--- config.mk ---
export PLATFORM = sky130hd
export DESIGN_NAME = ram_burst_ctrl
export DESIGN_NICKNAME = d
export VERILOG_FILES = /design/src/rtl/ram_burst_ctrl.sv
export SDC_FILE = /design/constraint.sdc
export NUM_CORES = 1
export LEC_CHECK = 0
export ABC_AREA = 1
export CORE_ASPECT_RATIO = 0.75
export CORE_MARGIN = 2
export CORE_UTILIZATION = 47
export DETAILED_ROUTE_END_ITERATION = 8
export MAX_ROUTING_LAYER = met4
export PLACE_DENSITY_LB_ADDON = 0.2
export SLEW_MARGIN = 10
export SYNTH_ARGS = -nofsm -noshare
export SYNTH_HDL_FRONTEND = slang
export SYNTH_SLANG_ARGS = --single-unit
--- constraint.sdc ---
create_clock -name clk -period 2.7 [get_ports clk]
set_input_delay 0.405 -clock clk [delete_from_list [all_inputs] [get_ports clk]]
set_output_delay 0.405 -clock clk [all_outputs]
set_load 0.1 [all_outputs]
--- src/rtl/ram_burst_ctrl.sv ---
// ram_burst_ctrl
//   Burst controller in front of a single-port RAM. It takes one command at a
//   time (direction, base address, word count minus one). Write bursts stream
//   client words into consecutive RAM locations. Read bursts fetch consecutive
//   words and return them on a registered valid/ready stream.
//
// Ports
//   clk, rst            clock, synchronous active-low reset
//   cmd_*               command handshake (cmd_ready only in IDLE)
//   wr_data/valid/ready write word stream (accepted when wr_valid & wr_ready)
//   rd_data/valid/ready read word stream (rd_data/rd_valid registered)
//   ram_in/addr/en/we   drive to the RAM; ram_out is the RAM read data
//   busy                high in every state except IDLE
//   done                one-cycle pulse when a burst completes
module ram_burst_ctrl #(
    parameter int DW = 8,
    parameter int AW = 7
) (
    input  logic          clk,
    input  logic          rst,
    input  logic          cmd_valid,
    output logic          cmd_ready,
    input  logic          cmd_we,
    input  logic [AW-1:0] cmd_addr,
    input  logic [AW-1:0] cmd_len,
    input  logic [DW-1:0] wr_data,
    input  logic          wr_valid,
    output logic          wr_ready,
    output logic [DW-1:0] rd_data,
    output logic          rd_valid,
    input  logic          rd_ready,
    output logic [DW-1:0] ram_in,
    output logic [AW-1:0] ram_addr,
    output logic          ram_en,
    output logic          ram_we,
    input  logic [DW-1:0] ram_out,
    output logic          busy,
    output logic          done
);

    localparam logic [2:0] S_IDLE     = 3'd0;
    localparam logic [2:0] S_WRITE    = 3'd1;
    localparam logic [2:0] S_RD_ISSUE = 3'd2;
    localparam logic [2:0] S_RD_WAIT  = 3'd3;
    localparam logic [2:0] S_RD_OUT   = 3'd4;
    localparam logic [2:0] S_DONE     = 3'd5;

    logic [2:0]    r_state;
    logic [AW-1:0] r_cur_addr;
    logic [AW-1:0] r_cnt;
    logic [DW-1:0] r_rd_data;
    logic          r_rd_valid;
    logic [AW-1:0] r_last_addr;
    logic [DW-1:0] r_last_in;

    logic w_wr_fire;
    logic w_rd_issue;

    // RAM strobes are qualified with rst so that an edge with reset asserted
    // never touches the RAM, even if the FSM was mid-burst.
    assign w_wr_fire  = rst && (r_state == S_WRITE) && wr_valid;
    assign w_rd_issue = rst && (r_state == S_RD_ISSUE);

    assign ram_en   = w_wr_fire | w_rd_issue;
    assign ram_we   = w_wr_fire;
    // Address and data hold their last driven value while the RAM is idle.
    assign ram_addr = ram_en    ? r_cur_addr : r_last_addr;
    assign ram_in   = w_wr_fire ? wr_data    : r_last_in;

    assign cmd_ready = rst && (r_state == S_IDLE);
    assign wr_ready  = rst && (r_state == S_WRITE);
    assign rd_data   = r_rd_data;
    assign rd_valid  = r_rd_valid;
    assign busy      = (r_state != S_IDLE);
    assign done      = (r_state == S_DONE);

    always_ff @(posedge clk) begin
        if (!rst) begin
            r_state     <= S_IDLE;
            r_cur_addr  <= '0;
            r_cnt       <= '0;
            r_rd_data   <= '0;
            r_rd_valid  <= 1'b0;
            r_last_addr <= '0;
            r_last_in   <= '0;
        end else begin
            if (ram_en) r_last_addr <= ram_addr;
            if (ram_we) r_last_in   <= ram_in;

            case (r_state)
                S_IDLE: begin
                    if (cmd_valid) begin
                        r_cur_addr <= cmd_addr;
                        r_cnt      <= cmd_len;
                        r_state    <= cmd_we ? S_WRITE : S_RD_ISSUE;
                    end
                end
                S_WRITE: begin
                    if (wr_valid) begin
                        if (r_cnt == '0) begin
                            r_state <= S_DONE;
                        end else begin
                            r_cur_addr <= r_cur_addr + 1'b1;
                            r_cnt      <= r_cnt - 1'b1;
                        end
                    end
                end
                S_RD_ISSUE: r_state <= S_RD_WAIT;
                S_RD_WAIT: begin
                    // RAM data is valid in the cycle after the issue edge.
                    r_rd_data  <= ram_out;
                    r_rd_valid <= 1'b1;
                    r_state    <= S_RD_OUT;
                end
                S_RD_OUT: begin
                    if (rd_ready) begin
                        r_rd_valid <= 1'b0;
                        if (r_cnt == '0) begin
                            r_state <= S_DONE;
                        end else begin
                            r_cur_addr <= r_cur_addr + 1'b1;
                            r_cnt      <= r_cnt - 1'b1;
                            r_state    <= S_RD_ISSUE;
                        end
                    end
                end
                S_DONE:  r_state <= S_IDLE;
                default: r_state <= S_IDLE;
            endcase
        end
    end

endmodule

==> flow_metrics.tcl <==
set metrics [dict create \
    status "finished clean" \
    io_buffer_count 65 \
    multiInputGateArea_mm2 0.00129 \
    path_max_fanout 15 \
    dpl_worst_slack_ns 0.124 \
    cap_viol_max_count 0 \
    worst_setup_ep_type "primary output" \
    fin_skew_ns 0.00552 \
    clk-insertion-delay-late_ns 0.29 \
    synth-seq-area-share 0.353 \
    die_height_um 64.9 \
    start_kind "input port" \
    filler_cell_count 404 \
    timing.slew.headroom 0.689 \
    number_of_clock_sinks 41 \
    register_area_um2 821 \
    finish_stage_setup_viols 0 \
    detail_route.wirelength_mm 5.68 \
    start_util 0.482 \
    vias_per_cell 4.88 \
    num_io_pins 66 \
    syn_area_per_cell_um2 6.38 \
    chipWidth_um 85.2 \
    synthesis.yosys.warnings 0 \
    worst_slew_pin_slew_ns 0.464 \
    num-nets-final 471 \
    layout_cells_sized_above_1 0.182 \
    synth_nets 403 \
    remaining_drc_errors 0 \
    share_seq_of_total_power 0.219 \
    timing.final.max_slew_violations 0 \
    grt_util_all_layers 0.225 \
    final.setup.tns_ns 0 \
    number_of_hold_violations_in_the_final_report 0 \
    critical_path_buf_inv_count 4 \
    area_delta_synth_final_pct 46.4 \
    max_stage_delay_ns 0.47 \
    clock-root-buffer "clkbuf_8" \
    drt_pre_antenna_iters 4 \
    fmax_mhz 394 \
    pin_count_of_the_biggest_net_entering_global_routing 23 \
    p_comb_frac 0.683 \
    rows 22 \
    tritoncts "yes" \
    number_of_unique_standard_cell_types_used_by_synthesis 31 \
    synth.cell_area_mm2 0.00232 \
    cellPowerDensity_mw_per_mm2 1160 \
    number_of_antenna_violations_at_the_first_check_in_global_routing 0 \
    p_int_w 0.00180 \
    cp_data_arrival_time_ns 2.13 \
    place.detailed.hpwl_mm 4.33 \
    placed_area_mm2 0.00332 \
    power.clock.fraction 0.098 \
    timing.critical_path.slowest_stage_cell "clkdlybuf4s50_1" \
    cts_setup_buffers 0 \
    report.power.total_w 0.00396 \
    post-route-period-util 0.941 \
    cts.path.max_buffers 2 \
    fp.coreArea_mm2 0.00482 \
    insertedDiodeCount 0 \
    layout_min_cycle_time_ns 2.54 \
    worst-endpoint-required_ns 2.30 \
    unrepaired_setup_endpoints_after_global_routing "false" \
    grt.overflow.total 0 \
    p_leak_nw 1.57 \
    drtIter0Drc 187 \
    holdWs_ns 0.489 \
    min_path_type "reg -> reg" \
    final_critical_path_setup_slack_ns 0.160 \
    vias 2407 \
    cts-hold-fix-buffers 0 \
    worst_path_dominant_cell_family "buffers and inverters" \
    finished_layout_cell_area_mm2 0.00340 \
    first_global_vias 2219 \
    clk_pin_slew_worst_paths_ns 0.08 \
    cts_htree_levels 2 \
    cell_by_cell_trace_of_the_critical_path "clkdlybuf4s50_1, inv_1, nor2_4, nand2_4, o21ai_4, nand2_1, o21ai_1, clkinvlp_4, buf_12" \
    total_of_flip_flops_plus_latches_after_synthesis 41 \
    power_switching_share 0.544 \
    timing.setup.critical_path_class "in -> out" \
    cts_inserted_buffers 5 \
    syn-instance-count 364 \
    grt_pass1_wl_mm 9.69 \
    detail_route.wl_per_cell_um 11.5 \
    die_footprint_mm2 0.00553 \
    gpl.final_weighted_congestion 0.899 \
    vdd_ir_drop_max_v 0.00134 \
    detail-route-antenna-nets 0 \
    switching_power_w 0.00215 \
]
==> worst reg2reg max path, cell delays in order, from the launching register on <==
cell,delay (ns)
dfxtp_1,0.37
inv_2,0.12
nand3_2,0.15
buf_4,0.22
nand2_4,0.19
clkinv_1,0.27
nand2_1,0.14
nand2_1,0.07
nor2_1,0.10
nor2_1,0.06
==> path summary, 6_finish.rpt <==
path | from | endpoint | slack (ns) | cells after the start
worst max-delay path | rst | ram_addr[4] | 0.16 | 9
worst min-delay path | r_cnt[0]$_SDFFE_PN0P_ | r_cnt[0]$_SDFFE_PN0P_ | 0.49 | 2
worst max register to register | r_state[2]$_SDFFE_PN0P_ | r_cur_addr[2]$_SDFFE_PN0P_ | 0.91 | 9
worst min register to register | r_cnt[0]$_SDFFE_PN0P_ | r_cnt[0]$_SDFFE_PN0P_ | 0.49 | 2
==> through the flow <==
step / util / instances
floorplan: - / 364
global placement: 0.689 / 485
detailed placement: 0.689 / 485
CTS: 0.705 / 493
global route: 0.706 / 493
finish: 0.706 / 493
==> layout by cell type, fill, tap and decap left out, drive strengths merged <==
cell type	Yosys	final
nand2	94	94
nor2	71	71
inv	62	55
dfxtp	41	41
buf	5	36
clkdlybuf4s50	0	35
nand3	30	30
o21ai	25	25
a21oi	12	12
a211oi	8	8
clkbuf	5	8
clkinvlp	0	7
nand4	3	3
ha	3	3
clkinv	1	1
nand3b	1	1
a21boi	1	1
xnor2	1	1
or2	1	1
==> power groups by stage <==
stage	combinational [W]	sequential [W]	clock [W]
after floorplan	0.00191	0.000951	0
after global placement	0.00264	0.000868	0
after detailed placement	0.00269	0.000873	0
after CTS	0.00270	0.000861	0.000395
after global routing	0.00294	0.000881	0.000419
final	0.00270	0.000865	0.000389
==> repair_timing <==
item	CTS	global route
endpoints found under the setup margin	0	1
endpoints found under the hold margin	0	0
gates resized for setup	0	1
==> cell usage after synthesis, drive strengths merged <==
cell / n / share of area
a211oi: 8 / 0.026
a21boi: 1 / 0.0048
a21oi: 12 / 0.026
buf: 5 / 0.020
clkbuf: 5 / 0.0097
clkinv: 1 / 0.0016
dfxtp: 41 / 0.35
ha: 3 / 0.016
inv: 62 / 0.10
nand2: 94 / 0.16
nand3: 30 / 0.072
nand3b: 1 / 0.0032
nand4: 3 / 0.0081
nor2: 71 / 0.13
o21ai: 25 / 0.062
or2: 1 / 0.0027
xnor2: 1 / 0.0038
==> flip-flops by register name (all words and copies together) (netlist names) <==
signal and count:
r_cnt 7, r_cur_addr 7, r_last_addr 7, r_last_in 8, r_state 3, rd_data 8, rd_valid 1
==> cell families (layout without fill, tap and decap cells) <==
| kind of cell | count (synthesis) | in the layout | synth area share |
|---|---|---|---|
| compound gates | 46 | 46 | 0.118 |
| xor+xnor | 1 | 1 | 0.00377 |
| fa+ha+maj | 3 | 3 | 0.0162 |
| buf+inv | 73 | 142 | 0.131 |
| flops | 41 | 41 | 0.353 |
| simple gates | 200 | 200 | 0.377 |
==> cell type report <==
type                    instances  share of cell area
multi-input cells             250               0.380
well taps                      60              0.0221
flip-flops and latches         41               0.241
inverters                      63              0.0773
repair buffers                 71               0.256
clock buffers                   8              0.0235
==> per-layer routing <==
| metal | routed length (um) | GRT usage | vias to the layer above |
|---|---|---|---|
| li1 | - | - | 1263 |
| met1 | 2730 | 0.291 | 1081 |
| met2 | 2610 | 0.359 | 57 |
| met3 | 299 | 0.0484 | 6 |
| met4 | 42 | 0.0595 | 0 |
| met5 | 0 | - | - |
Power figures use the tool's default switching activity.
